### config.mk
export PLATFORM = sky130hd
export DESIGN_NAME = core_irq_pwr_ctrl
export DESIGN_NICKNAME = d
export VERILOG_FILES = /design/src/rtl/core_irq_pwr_ctrl.sv
export SDC_FILE = /design/constraint.sdc
export NUM_CORES = 1
export LEC_CHECK = 0
export CORE_MARGIN = 2
export CORE_UTILIZATION = 45
export CTS_BUF_LIST = sky130_fd_sc_hd__clkbuf_8
export CTS_CLUSTER_SIZE = 12
export DETAILED_ROUTE_END_ITERATION = 16
export PLACE_DENSITY = 0.73
export SLEW_MARGIN = 0
export SYNTH_ARGS = -nofsm -noshare
export SYNTH_HDL_FRONTEND = slang
export SYNTH_SLANG_ARGS = --single-unit
### constraint.sdc
create_clock -name clk -period 2.8 [get_ports clk]
set_input_delay 0.56 -clock clk [delete_from_list [all_inputs] [get_ports clk]]
set_output_delay 0.56 -clock clk [all_outputs]
set_load 0.02 [all_outputs]
### src/rtl/core_irq_pwr_ctrl.sv
// -----------------------------------------------------------------------------
// core_irq_pwr_ctrl
//
// Platform-side companion to core_top. Collects NUM_SRC level interrupt
// sources into pending / in-service state and serves them through a
// claim/complete handshake. Gates the core clock while the core sits in WFI
// with nothing pending, and issues a timed core reset request after an
// unexpected-error indication. Runs on the always-on clock.
//
// Ports:
//   clk               always-on clock
//   rst_n             asynchronous active-low reset
//   irq_src           level interrupt sources (synchronous to clk)
//   irq_en            per-source enable (gates new pends only)
//   extenal_interrupt to the core; high while any source is pending
//   claim_req         one-cycle claim strobe
//   claim_vld         one-cycle pulse qualifying claim_id
//   claim_id          claimed ID (source i -> i+1), 0 when nothing pending
//   complete_req      one-cycle complete strobe
//   complete_id       ID being completed
//   core_wfi          core waiting for interrupt
//   core_unexcp_err   core unexpected-error indication (edge-detected)
//   err_clr           clears err_sticky
//   core_clk_en       enable for the core clock gate
//   core_rst_req      active-high core reset request
//   err_sticky        latched error flag
// -----------------------------------------------------------------------------
module core_irq_pwr_ctrl #(
   parameter  int NUM_SRC        = 8,
   parameter  int ERR_RST_CYCLES = 16,
   localparam int IDW            = $clog2(NUM_SRC + 1)
) (
   input  logic               clk,
   input  logic               rst_n,
   input  logic [NUM_SRC-1:0] irq_src,
   input  logic [NUM_SRC-1:0] irq_en,
   output logic               extenal_interrupt,
   input  logic               claim_req,
   output logic               claim_vld,
   output logic [IDW-1:0]     claim_id,
   input  logic               complete_req,
   input  logic [IDW-1:0]     complete_id,
   input  logic               core_wfi,
   input  logic               core_unexcp_err,
   input  logic               err_clr,
   output logic               core_clk_en,
   output logic               core_rst_req,
   output logic               err_sticky
);

   typedef enum logic [1:0] {ST_RUN, ST_SLEEP, ST_WAKE, ST_ERR} state_t;

   localparam int            CW        = $clog2(ERR_RST_CYCLES);
   localparam logic [CW-1:0] ERR_LOAD  = CW'(ERR_RST_CYCLES - 1);
   localparam logic [CW-1:0] WAKE_LOAD = CW'(1);

   logic [NUM_SRC-1:0] pending;
   logic [NUM_SRC-1:0] in_service;
   logic               err_q;
   state_t             state;
   logic [CW-1:0]      cnt;

   logic [NUM_SRC-1:0] set_vec;
   logic [NUM_SRC-1:0] lo_oh;
   logic [IDW-1:0]     lo_id;
   logic [NUM_SRC-1:0] claim_mask;
   logic [NUM_SRC-1:0] cmp_mask;
   logic [NUM_SRC-1:0] pend_nxt;
   logic [NUM_SRC-1:0] insvc_nxt;
   logic               err_edge;

   // Gateway, priority select, claim/complete masks and next-state vectors.
   always_comb begin
      // NOTE: every signal gets a default before any conditional assignment so
      // no path leaves a value unassigned and no latch is inferred.
      set_vec  = irq_src & irq_en & ~pending & ~in_service;
      lo_oh    = '0;
      lo_id    = '0;
      cmp_mask = '0;
      // Scan from the top down so the last hit, the lowest index, wins.
      for (int i = NUM_SRC - 1; i >= 0; i--) begin
         if (pending[i]) begin
            lo_oh    = '0;
            lo_oh[i] = 1'b1;
            lo_id    = IDW'(i + 1);
         end
      end
      // Only an exact match on an in-service source completes; ID 0 and
      // out-of-range IDs never match any bit.
      for (int i = 0; i < NUM_SRC; i++) begin
         cmp_mask[i] = complete_req && (complete_id == IDW'(i + 1)) && in_service[i];
      end
      claim_mask = claim_req ? lo_oh : '0;
      err_edge   = core_unexcp_err & ~err_q;
      pend_nxt   = (pending & ~claim_mask) | set_vec;
      // An error abandons every handler in flight, including one claimed now.
      insvc_nxt  = err_edge ? '0 : ((in_service & ~cmp_mask) | claim_mask);
   end

   // Interrupt state, claim response and error flag.
   always_ff @(posedge clk or negedge rst_n) begin
      if (!rst_n) begin
         pending           <= '0;
         in_service        <= '0;
         extenal_interrupt <= 1'b0;
         claim_vld         <= 1'b0;
         claim_id          <= '0;
         err_q             <= 1'b0;
         err_sticky        <= 1'b0;
      end else begin
         // NOTE: sequential state uses non-blocking assignments so every
         // register samples pre-edge values regardless of statement order.
         pending           <= pend_nxt;
         in_service        <= insvc_nxt;
         extenal_interrupt <= |pend_nxt;
         claim_vld         <= claim_req;
         claim_id          <= claim_req ? lo_id : '0;
         err_q             <= core_unexcp_err;
         if (err_edge) begin
            err_sticky <= 1'b1;
         end else if (err_clr) begin
            err_sticky <= 1'b0;
         end
      end
   end

   // Power / error FSM with registered clock-enable and reset-request outputs.
   always_ff @(posedge clk or negedge rst_n) begin
      if (!rst_n) begin
         state        <= ST_RUN;
         cnt          <= '0;
         core_clk_en  <= 1'b1;
         core_rst_req <= 1'b0;
      end else if (err_edge) begin
         // Error edge overrides every other transition and restarts the timer.
         state        <= ST_ERR;
         cnt          <= ERR_LOAD;
         core_clk_en  <= 1'b1;
         core_rst_req <= 1'b1;
      end else begin
         unique case (state)
            ST_RUN: begin
               if (core_wfi && ~|pending) begin
                  state       <= ST_SLEEP;
                  core_clk_en <= 1'b0;
               end
            end
            ST_SLEEP: begin
               // Look at the next pending vector so the clock returns on the
               // same edge that latches the interrupt.
               if (|pend_nxt) begin
                  state       <= ST_WAKE;
                  cnt         <= WAKE_LOAD;
                  core_clk_en <= 1'b1;
               end
            end
            ST_WAKE: begin
               if (cnt == '0) begin
                  state <= ST_RUN;
               end else begin
                  cnt <= cnt - 1'b1;
               end
            end
            ST_ERR: begin
               if (cnt == '0) begin
                  state        <= ST_RUN;
                  core_rst_req <= 1'b0;
               end else begin
                  cnt <= cnt - 1'b1;
               end
            end
            default: begin
               state        <= ST_RUN;
               core_clk_en  <= 1'b1;
               core_rst_req <= 1'b0;
            end
         endcase
      end
   end

endmodule

# ---- After elaboration in Yosys (flattened, before gate mapping)
# Index checks and enable logic that the tools add are counted.
dict set report classes {
  n_addsub 1
  eq_ne 15
  n_mux 37
  bitwise 13
  reduce_logical 32
}
# operator count
set op_table {}
lappend op_table {{$mux W8} 10}
lappend op_table {{$mux W4} 12}
lappend op_table {{$and A8 B8 Y8} 5}
lappend op_table {{$not A8 Y8} 4}
lappend op_table {{$logic_and A1 B1 Y1} 17}
lappend op_table {{$eq A4 B3 Y1 const B} 4}
lappend op_table {{$or A8 B8 Y8} 2}
lappend op_table {{$reduce_or A8 Y1} 2}
lappend op_table {{$ne A3 B3 Y1 const B} 3}
lappend op_table {{$reduce_and A3 Y1} 3}
lappend op_table {{$eq A4 B2 Y1 const B} 2}
lappend op_table {{$mux W1} 8}
lappend op_table {{$mux W2} 4}
lappend op_table {{$pmux W4 S2} 1}
lappend op_table {{$pmux W2 S3} 1}
lappend op_table {{$reduce_bool A2 Y1} 3}
lappend op_table {{$reduce_bool A3 Y1} 2}
lappend op_table {{$eq A2 B2 Y1 const B} 2}
lappend op_table {{$eq A4 B1 Y1 const B} 1}
lappend op_table {{$eq A4 B4 Y1 const B} 1}
lappend op_table {{$logic_not A4 Y1} 1}
lappend op_table {{$sub A4 B1 Y4 const B} 1}
lappend op_table {{$ne A3 B1 Y1 const B} 1}
lappend op_table {{$eq A2 B1 Y1 const B} 1}
lappend op_table {{7 further kinds} 7}
dict set report totals {
  ff_bits 32
}

# ---- Logic depth before layout (Yosys ltp)
dict set report logic_depth {
  word_depth 16
  depth_mapped 7
  mapped_depth_nobuf 6
}

# ---- Least setup slack after synthesis
# Ideal clock, no wire load.
dict set report synth_timing {
  path_type {input port to flip-flop}
  startpoint {in claim_req}
  endpoint {reg cnt[0]}
  setup_time_ns 0.127
  arrival_time_ns 1.968
  required_time_ns 2.673
  path_slack_ns 0.705
  stages 6
  cell_sequence {or4b_4 nor3_4 o211ai_1 a211o_1 a211oi_1 o21ai_1}
}
dict set report synth_via {
  elab_chain_cells 7
}
# item line_no
set synth_lines {}
lappend synth_lines {{start: declaration} 38} ;# input logic claim_req,
lappend synth_lines {{$mux W8} 93} ;# claim_mask = claim_req ? lo_oh : '0;
lappend synth_lines {{$not A8 Y8} 95} ;# pend_nxt = (pending & ~claim_mask) | set_vec;
lappend synth_lines {{$and A8 B8 Y8} 95}
lappend synth_lines {{$or A8 B8 Y8} 95}
lappend synth_lines {{$reduce_or A8 Y1} 151} ;# if (|pend_nxt) begin
lappend synth_lines {{$ne A3 B3 Y1 (no source line)} -}
lappend synth_lines {{$reduce_and A3 Y1 (no source line)} -}
lappend synth_lines {{end signal: assignment} 161} ;# cnt <= cnt - 1'b1;
lappend synth_lines {{end signal: assignment} 169} ;# cnt <= cnt - 1'b1;
lappend synth_lines {{end: declaration} 61} ;# logic [CW-1:0] cnt;
# No other way between the ends.
# A chain may end at the register's enable or synchronous reset.

# ---- Worst setup path after layout
# Ends and elaborated chain as after synthesis.

==> out/metrics.cfg <==
[outcome]
outcome=finished clean

[global_route]
antenna_found_initial=0
grt_pass1_vias=1342
track_usage_pct=19.3
grt_max_degree=33
overflow=0
grt_pass1_wl_mm=6.00

[critical_path]
crit_type=input port to flip-flop
slowest_stage=clkdlybuf4s50_1
required_ns=2.96
cp_max_fo=6
crit_buf_inv=1
start_kind=input port
crit_chain=clkdlybuf4s50_1 > or4b_4 > o22ai_1 > nand4_1 > a211o_1 > a211oi_1 > o21ai_1
cp_top_family=compound AO/OA/AOI/OAI gates
cp-end-kind=flip-flop
slowest_delay_ns=0.53
r2r_slack_ns=0.57
cp.arrival_ns=2.62

[cts]
cts_tree=done
cts.clk_slew.worst_paths_ns=0.07
clock_latency_ns=0.28
cts_root_buf=clkbuf_8
cts_buffers=5
clk_path_buf_depth=2
cts_hold_buffers=0
cts_resized=0
cts_setup_buffers=0
clock_sinks=32
h-tree-depth=2

[die]
start_util_pct=46.6
die_w_um=62.8
core_area_um2=3340
die_height_um=62.8
dieArea_um2=3940
rows=21
ios=36

[pwr]
seqPwrFrac_pct=46.9
power_frac_comb_pct=27.3
sw_frac_of_total_pct=32.0
p_switching_uw=473
p_clk_share_pct=25.9
ir_drop_uv=444
power_density_nw_per_um2=708
p_leak_uw=0.000867
power.internal_uw=1000

[timing]
rsz0062_at_grt=no
skew_ns=0.00707
setup_viol=0
finalMaxSlewViolations=0
fin_crit_sh_pct=87.9
clock.fmax_ghz=0.406
tns_ns=0
relSlewSlack_pct=72.9
worstMarginPinSlew_ns=0.406
hold_violations=0
period_minus_slack_ns=2.46

[routing]
wl_per_cell_um=14.1
vias_per_cell=5.29
drt_iter0_markers=127
wl_mm=3.45
drt_pre_antenna_iters=4
route.detailed.drc=0
antenna_left=0
routed-via-count=1291

[final_layout]
instances_no_fill=244
layout_commonest_cell=clkdlybuf4s50_1
layout_common_cells=35 x clkdlybuf4s50_1, 31 x dfrtp_1, 15 x nand2_1, 12 x a21oi_1
fillers=287
diodes=0
multi_input_area_um2=696
layout.area.seq_um2=802
drive_above_1_share_pct=12.1
layout.nets=225
area_growth_pct=34.0

[yosys]
synth_ff_type=dfrtp_1
synthArstFlopShare_pct=100
ys_seq_area_share_pct=51.6
synth_area_um2=1560
synth_warnings=0
synth-seq-cells=32
synth_fp_nets=181
synth_edf_count=0
syn-mean-instance-area_um2=10.2
ys_types=48
synthCells=153

[place]
place_inst=236
port_buffers=35
gp_congestion=0.942
dpl.hpwl_mm=2.72

[min_path]
hold_path_class=flip-flop to flip-flop

[job]
cap_violations=0

[logic make-up (layout without fill, tap and decap cells)]
logic type	count (synthesis)	after routing	share of synthesized area [%]
multiplexers	5	5	3.86
flip-flops	32	32	51.6
adder cells (fa/ha/maj)	1	1	0.804
XOR/XNOR	1	1	0.563
AND/OR/NAND/NOR	60	60	23.3
AO/OA/AOI/OAI	41	41	16.3
buffers and inverters	13	58	3.70
[cells in the mapped netlist, drive strengths merged, types with 2 or more instances]
cell | n | area share, %
nor2b | 3 | 1.2
nand2b | 6 | 2.4
nand2 | 15 | 3.6
nor2 | 11 | 2.7
buf | 2 | 1.0
nand3b | 6 | 2.9
dfrtp | 31 | 50
mux2 | 2 | 1.7
a311o | 2 | 1.3
o21a | 2 | 0.97
mux2i | 3 | 2.2
inv | 9 | 2.2
clkbuf | 2 | 0.48
o21ai | 14 | 4.7
a21oi | 12 | 3.9
a31oi | 3 | 1.2
nor3 | 3 | 1.7
nand3 | 3 | 0.97
[power by group through the flow]
stage	logic (uW)	registers, uW	clock network (uW)
final	403	692	382
after global routing	450	710	416
after CTS	404	691	392
after detailed placement	401	700	0
after global placement	392	694	0
after floorplan	289	661	0
[final timing paths]
check / start / end / depth (start not counted)
max reg2reg: pending[2]$_DFF_PN0_ / cnt[0]$_DFFE_PN0P_ / 6
min reg2reg: core_rst_req$_DFFE_PN0P_ / core_rst_req$_DFFE_PN0P_ / 2
max in group asynchronous: rst_n / core_clk_en$_DFFE_PN1P_ / 2
min in group asynchronous: rst_n / pending[4]$_DFF_PN0_ / 2
min: core_rst_req$_DFFE_PN0P_ / core_rst_req$_DFFE_PN0P_ / 2
max: claim_req / cnt[0]$_DFFE_PN0P_ / 7
[metrics by stage]
stage | hold slack [ns] | instance area [um^2] | util [%] | setup slack, ns | power (uW)
global placement | 0.495 | 1980 | 59.5 | 0.119 | 1090
floorplan | 0.264 | 1560 | - | 0.705 | 950
global route | 0.543 | 2080 | 62.5 | 0.165 | 1580
finish | 0.512 | 2080 | 62.5 | 0.338 | 1480
detailed placement | 0.502 | 1980 | 59.5 | 0.0563 | 1100
CTS | 0.519 | 2080 | 62.5 | 0.347 | 1490
[cell type report]
class	count	share of cell area (%)
multi-input cells	108	33.4
well taps	46	2.76
flip-flops and latches	32	38.5
clock inverters	1	0.180
repair buffers	41	19.0
clock buffers	7	4.62
inverters	9	1.62
[per-layer routing]
metal  up-vias  track usage, %  part of all wire, %
met5         -               0                    0
met4         0            5.56                  1.3
met3         6            4.68                  3.4
met2        31            32.5                   50
met1       621            24.7                   46
li1        633               -                    -
[sequential cells by signal, indices dropped and copies added (netlist names)]
name,cells
cnt,4
core_clk_en,1
err_sticky,1
state,2
claim_id,4
extenal_interrupt,1
core_rst_req,1
claim_vld,1
err_q,1
pending,8
in_service,8
[worst min-delay path, cell delays in order (launching register included)]
cell	delay, ns
dfrtp_1	0.34
o21ai_0	0.08
nand2_1	0.06
Power figures use the tool's default switching activity.
